<file path="config.mk">
export PLATFORM = sky130hd
export DESIGN_NAME = spi_flash_resp
export DESIGN_NICKNAME = d
export VERILOG_FILES = /design/src/rtl/spi_flash_resp.sv
export SDC_FILE = /design/constraint.sdc
export NUM_CORES = 1
export LEC_CHECK = 0
export CELL_PAD_IN_SITES_DETAIL_PLACEMENT = 0
export CELL_PAD_IN_SITES_GLOBAL_PLACEMENT = 2
export CORE_ASPECT_RATIO = 1.25
export CORE_UTILIZATION = 37
export CTS_BUF_LIST = sky130_fd_sc_hd__clkbuf_4 sky130_fd_sc_hd__clkbuf_8 sky130_fd_sc_hd__clkbuf_16
export DETAILED_ROUTE_END_ITERATION = 8
export GPL_TIMING_DRIVEN = 0
export HOLD_SLACK_MARGIN = 0.06
export PLACE_DENSITY_LB_ADDON = 0.1
export RECOVER_POWER = 100
export SLEW_MARGIN = 20
export SYNTH_ARGS = -nofsm -noshare
export SYNTH_HDL_FRONTEND = slang
export SYNTH_SLANG_ARGS = --single-unit
</file>
<file path="constraint.sdc">
create_clock -name clock -period 5.27 [get_ports clock]
set_clock_uncertainty 0.15 [all_clocks]
set_input_delay 1.054 -clock clock [delete_from_list [all_inputs] [get_ports clock]]
set_output_delay 1.054 -clock clock [all_outputs]
set_load 0.05 [all_outputs]
</file>
<file path="src/rtl/spi_flash_resp.sv">
// SPI mode-0 flash responder: decodes READ + address and streams word-wide memory data MSB-first on MISO.
// Optional FAST READ (0x0B + 8 dummy clocks) is enabled by defining SPI_FLASH_FASTREAD_EN.
`timescale 1ns/1ps
module spi_flash_resp #(
  parameter logic [7:0] CMD_READ    = 8'h03,
  parameter int         ADDR_BITS   = 24,
  parameter int         SYNC_STAGES = 2
) (
  input  logic                 clock,
  input  logic                 reset,
  input  logic                 spi_sck,
  input  logic                 spi_ss_n,
  input  logic                 spi_mosi,
  output logic                 spi_miso,
  output logic                 mem_ren,
  output logic [ADDR_BITS-3:0] mem_raddr,
  input  logic [31:0]          mem_rdata,
  output logic                 busy,
  output logic                 cmd_err
);

  localparam int         WADDR_W  = ADDR_BITS - 2;
  localparam int         CNT_W    = $clog2(ADDR_BITS + 1);
  localparam logic [7:0] CMD_FAST = 8'h0B;

`ifdef SPI_FLASH_FASTREAD_EN
  localparam bit FAST_EN = 1'b1;
`else
  localparam bit FAST_EN = 1'b0;
`endif

  typedef enum logic [2:0] {
    S_IDLE, S_CMD, S_ADDR, S_FETCH, S_DUMMY, S_DATA, S_IGNORE
  } state_t;

  state_t state_q, state_d;

  // Input synchronisers and edge detection
  logic [SYNC_STAGES-1:0] sck_sync, ss_sync, mosi_sync;
  logic                   sck_q, ss_q;
  logic                   sck_s, ss_s, mosi_s;
  logic                   sck_rise, sck_fall, ss_fall, ss_rise;

  assign sck_s  = sck_sync[SYNC_STAGES-1];
  assign ss_s   = ss_sync[SYNC_STAGES-1];
  assign mosi_s = mosi_sync[SYNC_STAGES-1];

  // SCK edges only count while the chip is selected.
  assign sck_rise = sck_s & ~sck_q & ~ss_s;
  assign sck_fall = ~sck_s & sck_q & ~ss_s;
  assign ss_fall  = ss_q & ~ss_s;
  assign ss_rise  = ~ss_q & ss_s;
  assign busy     = ~ss_s;

  always_ff @(posedge clock or posedge reset) begin
    if (reset) begin
      sck_sync  <= '0;
      ss_sync   <= '1;
      mosi_sync <= '0;
      sck_q     <= 1'b0;
      ss_q      <= 1'b1;
    end else begin
      sck_sync  <= {sck_sync[SYNC_STAGES-2:0], spi_sck};
      ss_sync   <= {ss_sync[SYNC_STAGES-2:0], spi_ss_n};
      mosi_sync <= {mosi_sync[SYNC_STAGES-2:0], spi_mosi};
      sck_q     <= sck_s;
      ss_q      <= ss_s;
    end
  end

  // Serial datapath state
  logic [ADDR_BITS-2:0] shift_q;
  logic [CNT_W-1:0]     bit_cnt;
  logic                 fast_q;
  logic                 ren_q;
  logic [31:0]          cur_word, next_word;
  logic [1:0]           lane;
  logic [2:0]           bit_idx;
  logic                 word_done;
  logic                 need_pf;

  logic [7:0]           cmd_byte;
  logic [ADDR_BITS-1:0] addr_full;
  logic                 cmd_last, addr_last, dummy_last;
  logic                 cmd_ok, cmd_is_fast;
  logic                 err_d;

  assign cmd_byte    = {shift_q[6:0], mosi_s};
  assign addr_full   = {shift_q, mosi_s};
  assign cmd_last    = sck_rise && (bit_cnt == CNT_W'(7));
  assign addr_last   = sck_rise && (bit_cnt == CNT_W'(ADDR_BITS - 1));
  assign dummy_last  = sck_rise && (bit_cnt == CNT_W'(7));
  assign cmd_is_fast = FAST_EN && (cmd_byte == CMD_FAST);
  assign cmd_ok      = (cmd_byte == CMD_READ) || cmd_is_fast;

  always_ff @(posedge clock or posedge reset) begin
    if (reset) state_q <= S_IDLE;
    else       state_q <= state_d;
  end

  // NOTE: every combinational output gets a default first so no path leaves it unassigned (no latch).
  always_comb begin
    state_d = state_q;
    err_d   = 1'b0;
    if (ss_rise) begin
      state_d = S_IDLE;
    end else begin
      unique case (state_q)
        S_IDLE:   if (ss_fall) state_d = S_CMD;
        S_CMD: begin
          if (cmd_last) begin
            if (cmd_ok) begin
              state_d = S_ADDR;
            end else begin
              state_d = S_IGNORE;
              err_d   = 1'b1;
            end
          end
        end
        S_ADDR:   if (addr_last) state_d = S_FETCH;
        S_FETCH:  if (ren_q) state_d = fast_q ? S_DUMMY : S_DATA;
        S_DUMMY:  if (dummy_last) state_d = S_DATA;
        S_DATA:   state_d = S_DATA;
        S_IGNORE: state_d = S_IGNORE;
        default:  state_d = S_IDLE;
      endcase
    end
  end

  // NOTE: sequential state uses non-blocking assignments so every register samples pre-edge values.
  always_ff @(posedge clock or posedge reset) begin
    if (reset) begin
      cmd_err   <= 1'b0;
      spi_miso  <= 1'b1;
      mem_ren   <= 1'b0;
      mem_raddr <= '0;
      ren_q     <= 1'b0;
      shift_q   <= '0;
      bit_cnt   <= '0;
      fast_q    <= 1'b0;
      cur_word  <= '0;
      next_word <= '0;
      lane      <= '0;
      bit_idx   <= '0;
      word_done <= 1'b0;
      need_pf   <= 1'b0;
    end else begin
      cmd_err <= err_d;
      mem_ren <= 1'b0;
      ren_q   <= mem_ren;

      if (ss_rise) begin
        // Transaction aborted: drop partial command and any fetch in flight.
        spi_miso  <= 1'b1;
        shift_q   <= '0;
        bit_cnt   <= '0;
        fast_q    <= 1'b0;
        lane      <= '0;
        bit_idx   <= '0;
        word_done <= 1'b0;
        need_pf   <= 1'b0;
      end else begin
        unique case (state_q)
          S_IDLE: begin
            spi_miso <= 1'b1;
            if (ss_fall) begin
              shift_q <= '0;
              bit_cnt <= '0;
            end
          end

          S_CMD: begin
            if (sck_rise) begin
              shift_q <= {shift_q[ADDR_BITS-3:0], mosi_s};
              if (cmd_last) begin
                bit_cnt <= '0;
                fast_q  <= cmd_is_fast;
              end else begin
                bit_cnt <= bit_cnt + CNT_W'(1);
              end
            end
          end

          S_ADDR: begin
            if (sck_rise) begin
              shift_q <= {shift_q[ADDR_BITS-3:0], mosi_s};
              if (addr_last) begin
                bit_cnt   <= '0;
                mem_ren   <= 1'b1;
                mem_raddr <= addr_full[ADDR_BITS-1:2];
                lane      <= addr_full[1:0];
              end else begin
                bit_cnt <= bit_cnt + CNT_W'(1);
              end
            end
          end

          S_FETCH: begin
            if (ren_q) begin
              cur_word  <= mem_rdata;
              bit_idx   <= 3'd7;
              word_done <= 1'b0;
              need_pf   <= 1'b1;
            end
          end

          S_DUMMY, S_DATA: begin
            // One prefetch outstanding at most, never on back-to-back cycles.
            if (need_pf && !mem_ren && !ren_q) begin
              mem_ren   <= 1'b1;
              mem_raddr <= mem_raddr + WADDR_W'(1);
              need_pf   <= 1'b0;
            end
            if (ren_q) next_word <= mem_rdata;

            if (state_q == S_DUMMY) begin
              if (sck_rise) bit_cnt <= dummy_last ? '0 : bit_cnt + CNT_W'(1);
            end else if (sck_fall) begin
              if (word_done) begin
                cur_word  <= next_word;
                spi_miso  <= next_word[7];
                lane      <= 2'd0;
                bit_idx   <= 3'd6;
                word_done <= 1'b0;
                need_pf   <= 1'b1;
              end else begin
                spi_miso <= cur_word[{lane, bit_idx}];
                if (bit_idx == 3'd0) begin
                  bit_idx <= 3'd7;
                  if (lane == 2'd3) word_done <= 1'b1;
                  else              lane      <= lane + 2'd1;
                end else begin
                  bit_idx <= bit_idx - 3'd1;
                end
              end
            end
          end

          S_IGNORE: spi_miso <= 1'b1;

          default: spi_miso <= 1'b1;
        endcase
      end
    end
  end

endmodule

</file>
==> results of run 1 <==
-- final timing paths --
check	startpoint	to	slack (ns)	depth (start not counted)
worst min-delay path	sck_sync[0]	sck_sync[1]	0.19	0
worst max register to register	ss_sync[1]	shift_q[18]	2.11	6
worst min register to register	sck_sync[0]	sck_sync[1]	0.19	0
min in group asynchronous	reset	mem_raddr[6]	1.46	2
max in group asynchronous	reset	spi_miso	2.34	3
worst max-delay path	ss_sync[1]	shift_q[18]	2.11	6
-- sequential cells by signal, indices dropped and copies added, names as in the netlist, 2 cells and up --
signal,cells
bit_idx,3
mem_raddr,22
sck_sync,2
mosi_sync,2
next_word,32
cur_word,32
shift_q,23
ss_sync,2
bit_cnt,5
state_q,3
lane,2
-- per-layer routing --
layer	part of all wire, %	up-vias	GRT usage, %	wire [um]
li1	-	2625	-	-
met1	42	2718	25.1	7570
met2	53	123	36.0	9400
met3	3.6	21	3.97	643
met4	1.5	0	6.20	261
met5	0	-	0	0
-- critical path, stage by stage, from the launching register on --
cell and delay [ns]:
dfstp_1 0.64, ha_1 0.32, clkbuf_1 0.44, a21oi_1 0.08
a21oi_1 0.54, clkbuf_1 0.64, mux2i_1 0.27
-- cell usage after synthesis, types with 7 or more instances --
| cell | instances | area (sq um) |
|---|---|---|
| nor2_1 | 62 | 233 |
| nand3_1 | 21 | 105 |
| mux2i_1 | 32 | 320 |
| dfrtp_1 | 132 | 3300 |
| a21oi_1 | 28 | 140 |
| inv_1 | 33 | 124 |
| buf_2 | 17 | 85.1 |
| clkbuf_1 | 26 | 97.6 |
| nand2_1 | 113 | 424 |
| nand4_1 | 7 | 43.8 |
| mux2_2 | 34 | 383 |
| o22ai_1 | 10 | 62.6 |
| a2bb2oi_1 | 10 | 87.6 |
| o21ai_0 | 21 | 105 |
| a31oi_1 | 39 | 244 |
| nor3_1 | 8 | 40.0 |
-- where the power goes --
group          internal (W)  leakage (nW)  switching (W)
Clock              0.000686         0.277       0.000485
Sequential          0.00115          1.69      0.0000952
Combinational      0.000358          1.52       0.000694
-- cells by family (layout without fill, tap and decap cells) --
group | count (synthesis) | count (layout) | synth area share (%)
buffers and inverters | 82 | 177 | 5.26
and+or+nand+nor | 255 | 255 | 17.3
muxes | 72 | 72 | 12.3
DFF | 136 | 136 | 49.9
xor gates and xnor gates | 2 | 2 | 0.257
AOI/OAI and AO/OA | 143 | 143 | 13.8
adders and majority gates | 6 | 6 | 1.10
-- stage by stage --
stage | utilization, % | instance area [sq um] | setup slack (ns)
floorplan | - | 6830 | 0.433
global placement | 42.7 | 7730 | -1.66
detailed placement | 42.9 | 7770 | 2.55
CTS | 46.1 | 8350 | 2.28
global route | 45.9 | 8300 | 1.79
finish | 45.9 | 8300 | 2.11
-- area by class of cell --
type,instances,area [sq um],area share [%]
Sequential cell,136,3410,41.1
Buffer,48,201,2.43
Tap cell,228,285,3.44
Clock inverter,12,119,1.43
Multi-Input combinational cell,478,3050,36.7
Timing Repair Buffer,63,648,7.81
Clock buffer,20,460,5.55
Inverter,34,129,1.55
==> results.yml, run 1 <==
outcome:
  outcome: "complete, but fails checks"
  violations: "capacitance limit, slew limit"
placed_design:
  portBuffers: 62
  hpwlAfterDp_um: 12600
  dp.cells: 987
  gp_congestion: 0.805
sta:
  timing.hold.ws_ns: 0.194
  finalSetupViolCount: 0
  final.setup.tns_ns: 0
  period_minus_slack_ns: 3.16
  relSlewSlack_pct: -33.4
  rsz0062_at_grt: "false"
  finalMaxSlewViolations: 44
  worst_pin_slew_ns: 1.99
  finalHoldViolCount: 0
  fmax_mhz: 316
  fin_crit_sh_pct: 60.0
synthesis:
  syn_area_sq_mm: 0.00683
  avgSynthCellArea_sq_um: 9.81
  synth.distinct_cells: 61
  synth_ff_type: "dfrtp_1"
  synth_edf_count: 0
  syn-num-nets: 739
  yosysSeqAreaShare_pct: 49.9
  syn-instance-count: 696
  synthArstFlopShare_pct: 100
  yosysWarnings: 0
  ys_seq_elements: 136
layout:
  nets: 821
  layoutNonFillerInstCount: 1019
  drive_gt1_share_pct: 12.0
  n_antenna_cell: 0
  areaGrowthSynthToFinish_pct: 21.6
  layout_commonest_cell: "dfrtp_1"
  fillers: 1764
  layout_common_cells: "dfrtp_1, nand2_1, nor2_1, a31oi_1, clkbuf_1"
route:
  routed_via_density: 5.38
  drtAntennaViolNets: 0
  initialDrtViolationCount: 391
  routed_wl_um: 17900
  vias: 5487
  route.detailed.drc: 0
  firstDrtPassIters: 5
  post_drt_wl_per_cell_um: 17.5
die:
  io_pins: 63
  start_util_pct: 37.7
  die_h_um: 154
  row_count: 55
  die-area_sq_mm: 0.0190
  die_w_um: 123
  core_sq_mm: 0.0181
global_routing:
  track_usage_pct: 20.5
  grt-ovfl-total: 0
  grt_pass1_vias: 5569
  grt_max_degree: 94
  grt_first_pass_wirelength_um: 29600
  grt_antenna_before_repair: 0
pwr:
  vdd_drop_max_v: 0.000256
  p_leak_nw: 3.49
  p_total_w: 0.00346
  powerDensity_mw_per_mm2: 417
clocking:
  htreeDepth: 4
  clkTransAtPathRegs_ns: 0.06
  clock_latency_ns: 0.42
  root_buffer: "clkbuf_16"
  cts_resized: 0
  cts_tree: "built"
  cts_buffer_depth: 2
  cts_setup_buffers: 0
  cts_inserted_buffers: 17
  cts_hold_buf: 0
  cts_sinks: 136
worst_setup_path:
  cp.arrival_ns: 3.35
  startpoint_type: "flip-flop"
  required_ns: 5.46
  setup.worst_path.end_class: "flip-flop"
  critPathKind: "reg -> reg"
  critPathMaxFanout: 10
job:
  cap_violations: 1
worst_hold_path:
  hold_path_class: "reg -> reg"
Power figures use the tool's default switching activity.
==> inputs of run 2 (changes only) <==
Clock period 5.27 ns to 3.04 ns, I/O delays scaled along.
==> results.yml, run 2 (same netlist as run 1, synthesis figures left out) <==
global_routing:
  grt-ovfl-total: 0
  grt_first_pass_wirelength_um: 29600
  grt_pass1_vias: 5714
  track_usage_pct: 20.4
  grt_antenna_before_repair: 0
  grt_max_degree: 33
worst_setup_path:
  critPathKind: "reg -> reg"
  cp.arrival_ns: 2.91
  path_cells: "buf_2, nand2b_1, clkbuf_1, nor3b_1, clkbuf_2, mux2_2"
  critPathMaxStageDelay_ns: 0.78
  regToRegStartpoint: "state_q[1]"
  startpoint: "state_q[1]"
  critPathMaxFanout: 10
  setup.worst_path.end_class: "flip-flop"
  crit_path_top_delay_cell: "nor3b_1"
  required_ns: 3.19
  startpoint_type: "flip-flop"
clocking:
  htreeDepth: 4
  cts_hold_buf: 0
  cts_inserted_buffers: 17
  cts_tree: "built"
  cts_setup_buffers: 0
  cts_resized: 0
  clock_latency_ns: 0.42
  root_buffer: "clkbuf_16"
  cts_buffer_depth: 2
  clkTransAtPathRegs_ns: 0.06
  cts_sinks: 136
pwr:
  p_total_w: 0.00601
  p_leak_nw: 3.54
  vdd_drop_max_v: 0.000390
  powerDensity_mw_per_mm2: 719
worst_hold_path:
  min_from: "sck_sync[0]"
  hold_path_class: "reg -> reg"
route:
  vias: 5474
  drtAntennaViolNets: 0
  post_drt_wl_per_cell_um: 17.5
  route.detailed.drc: 0
  routed_via_density: 5.36
  routed_wl_um: 17800
  firstDrtPassIters: 5
  initialDrtViolationCount: 306
sta:
  fin_crit_sh_pct: 90.8
  rsz0062_at_grt: "false"
  timing.hold.ws_ns: 0.198
  finalHoldViolCount: 0
  finalWorstSetupSlack_ns: 0.281
  finalMaxSlewViolations: 0
  relSlewSlack_pct: 0.0950
  period_minus_slack_ns: 2.76
  final.setup.tns_ns: 0
  finalSetupViolCount: 0
  worst_pin_slew_ns: 1.49
  fmax_mhz: 362
outcome:
  violations: "capacitance limit"
  outcome: "complete, but fails checks"
layout:
  top_regs: "cur_word (32), next_word (32), shift_q (23)"
  register_area_sq_mm: 0.00341
  layout_common_cells: "dfrtp_1, nand2_1, nor2_1, a31oi_1, mux2_2"
  multi_input_area_sq_mm: 0.00305
  nets: 824
  layout_commonest_cell: "dfrtp_1"
  n_antenna_cell: 0
  fin_area_sq_mm: 0.00836
  drive_gt1_share_pct: 13.2
  fillers: 1783
  areaGrowthSynthToFinish_pct: 22.5
die:
  die_w_um: 123
  io_pins: 63
  die_h_um: 154
  start_util_pct: 37.7
  die-area_sq_mm: 0.0190
  row_count: 55
  core_sq_mm: 0.0181
job:
  cap_violations: 1
placed_design:
  hpwlAfterDp_um: 13000
  portBuffers: 62
  post-place-ws_ns: 0.304
  placed_area_sq_mm: 0.00782
  gp_congestion: 0.795
run 2: cell count changes in the layout (fill, tap and decap cells not counted), sizes merged:
cell	previous run	this run
buf	14	20
clkbuf	55	54
clkinv	5	6
clkinvlp	4	3
inv	36	34
run 2: layer usage:
metal	part of all wire, %	vias up	GRT usage (%)	wire length [um]
met5	0	-	0	0
met4	1.8	0	7.11	317
met3	3.3	24	3.64	587
met2	52	102	35.2	9280
met1	43	2721	25.2	7670
li1	-	2627	-	-
run 2: worst max-delay path: cells and delay by family, from the launching register on:
kind	cells	cell delay, ns
buffers and inverters	3	0.80
DFF	1	0.37
and+or+nand+nor	2	0.93
muxes	1	0.38
run 2: area by class of cell:
cell class | count | area share (%)
Clock inverter | 10 | 1.14
Clock buffer | 22 | 5.76
Tap cell | 228 | 3.41
Inverter | 34 | 1.54
Multi-Input combinational cell | 478 | 36.5
Buffer | 48 | 2.65
Sequential cell | 136 | 40.8
Timing Repair Buffer | 66 | 8.20
run 2: power breakdown:
part | internal (W) | total [W] | switching (W)
sequential | 0.00199 | 0.00215 | 0.000163
combinational | 0.000641 | 0.00185 | 0.00121
clock | 0.00121 | 0.00200 | 0.000795
total | 0.00384 | 0.00601 | 0.00217
run 2: path summary, 6_finish.rpt:
| path | cells after the start | endpoint | slack, ns |
|---|---|---|---|
| worst max-delay path | 6 | next_word[2] | 0.28 |
| worst min-delay path | 0 | sck_sync[1] | 0.20 |
| worst max register to register | 6 | next_word[2] | 0.28 |
| worst min register to register | 0 | sck_sync[1] | 0.20 |
| max in group asynchronous | 4 | bit_cnt[0] | 0.51 |
| min in group asynchronous | 2 | next_word[24] | 0.84 |
run 2: metrics by stage:
stage / util, % / std cells
floorplan: - / 696
global placement: 42.7 / 986
detailed placement: 43.2 / 990
CTS: 46.4 / 1022
global route: 46.2 / 1022
finish: 46.2 / 1022
==> inputs of run 3 (changes only) <==
Settings changed: CORE_UTILIZATION 37 to 40, SLEW_MARGIN 20 to unset.
Clock period 3.04 ns to 3.21 ns, I/O delays scaled along.
==> results.yml, run 3 (same netlist as run 1, synthesis figures left out) <==
sta:
  worst_pin_slew_ns: 1.27
  fin_crit_sh_pct: 89.7
  relSlewSlack_pct: 14.5
  rsz0062_at_grt: "false"
  finalMaxSlewViolations: 0
  period_minus_slack_ns: 2.88
  finalHoldViolCount: 0
  fmax_mhz: 347
  finalSetupViolCount: 0
global_routing:
  grt_first_pass_wirelength_um: 28700
  grt_max_degree: 42
  grt_antenna_before_repair: 0
  use_met1_pct: 24.8
  grt_pass1_vias: 5529
  track_usage_pct: 21.1
  grt-ovfl-total: 0
  use_met2_pct: 38.2
  grtUsageMet3_pct: 4.40
  top_usage_layer: "met2"
clocking:
  cts_setup_buffers: 0
  cts_sinks: 136
  cts_inserted_buffers: 17
  clock_latency_ns: 0.41
  cts_resized: 0
  htreeDepth: 4
  root_buffer: "clkbuf_16"
  cts_hold_buf: 0
  cts_buffer_depth: 2
  cts_tree: "built"
  clkTransAtPathRegs_ns: 0.05
die:
  core_sq_mm: 0.0168
  die_w_um: 119
  die-area_sq_mm: 0.0176
  start_util_pct: 40.7
  row_count: 53
  io_pins: 63
  die_h_um: 148
layout:
  n_antenna_cell: 0
  fin_area_sq_mm: 0.00828
  layout_commonest_cell: "dfrtp_1"
  top_regs: "cur_word (32), next_word (32), shift_q (23)"
  layout_common_cells: "dfrtp_1, nand2_1, nor2_1, a31oi_1, mux2_2"
  areaGrowthSynthToFinish_pct: 21.3
  drive_gt1_share_pct: 12.9
  fin_util_pct: 49.4
  nets: 823
worst_setup_path:
  cp_common_cell: "clkbuf_1"
  critPathMaxStageDelay_ns: 0.76
  startpoint_type: "flip-flop"
  reg2reg_slack_ns: 0.33
  path_cells: "clkbuf_1, nand2b_1, clkbuf_1, nor3b_1, clkbuf_2, mux2_2"
  critPathMaxFanout: 10
  required_ns: 3.35
  setup.worst_path.end_class: "flip-flop"
  crit_path_top_delay_cell: "nor3b_1"
  cp.arrival_ns: 3.02
  critPathKind: "reg -> reg"
pwr:
  swShare_pct: 36.0
  powerDensity_mw_per_mm2: 672
  p_switching_w: 0.00200
  clkPwrFrac_pct: 32.1
  p_leak_nw: 3.51
  p_seq_share_pct: 36.6
  internal_power_w: 0.00356
  vdd_drop_max_v: 0.000354
  p_comb_share_pct: 31.3
  p_total_w: 0.00557
placed_design:
  portBuffers: 62
  gp_congestion: 0.814
  placed_area_sq_mm: 0.00778
  hpwlAfterDp_um: 12800
route:
  firstDrtPassIters: 5
  routed_via_density: 5.42
  initialDrtViolationCount: 323
  drtAntennaViolNets: 0
  route.detailed.drc: 0
  routed_wl_um: 17500
  vias: 5493
  post_drt_wl_per_cell_um: 17.3
worst_hold_path:
  hold_path_class: "reg -> reg"
job:
  cap_violations: 0
outcome:
  outcome: "finished, final reports clean"
==> run 3: cell types whose count changed in the layout (fill, tap and decap cells not counted), moves of 2 or more <==
cell	previous run	this run
clkbuf_2	3	5
clkinvlp_4	2	4
buf_12	3	1
clkbuf_4	2	6
clkinv_4	3	1
==> run 3: worst max-delay path: cells and delay by family (launching register included) <==
kind          cells  cell delay, ns
buf+inv           3            0.88
flops             1            0.37
mux               1            0.39
simple gates      2            0.97
==> run 3: layout make-up <==
type / count / area (sq um)
fill: 1614 / 8500
sequential: 136 / 3410
multi-input combinational: 478 / 3050
timing repair buffer: 65 / 651
clock buffer: 25 / 498
tap: 220 / 275
buffer: 48 / 221
inverter: 34 / 129
clock inverter: 7 / 48.8
==> run 3: path summary, 6_finish.rpt <==
kind,endpoint,from,depth (start not counted)
max in group asynchronous,bit_idx[0],reset,3
min reg2reg,sck_sync[1],sck_sync[0],0
min,sck_sync[1],sck_sync[0],0
max reg2reg,next_word[8],state_q[1],6
max,next_word[8],state_q[1],6
min in group asynchronous,next_word[25],reset,2
==> run 3: power by group through the flow <==
stage                     clock, W  combinational (W)  sequential (W)
after floorplan                  0            0.00104         0.00223
after global placement           0            0.00176         0.00206
after detailed placement         0            0.00180         0.00207
after CTS                  0.00184            0.00180         0.00204
after global routing       0.00192            0.00189         0.00206
final                      0.00179            0.00174         0.00204
==> run 3: metrics by stage <==
stage	cells	hold WS (ns)	setup slack, ns	setup TNS (ns)
finish	1013	0.202	0.331	0
global route	1013	0.215	0.117	0
CTS	1013	0.208	0.442	0
detailed placement	981	0.196	0.474	0
global placement	978	0.184	-0.583	-75.32
floorplan	696	0.181	0.728	0
==> run 3: per-layer routing <==
metal / wire (um) / share of wire, %
met5: 0 / 0
met4: 301 / 1.7
met3: 579 / 3.3
met2: 9270 / 53
met1: 7360 / 42
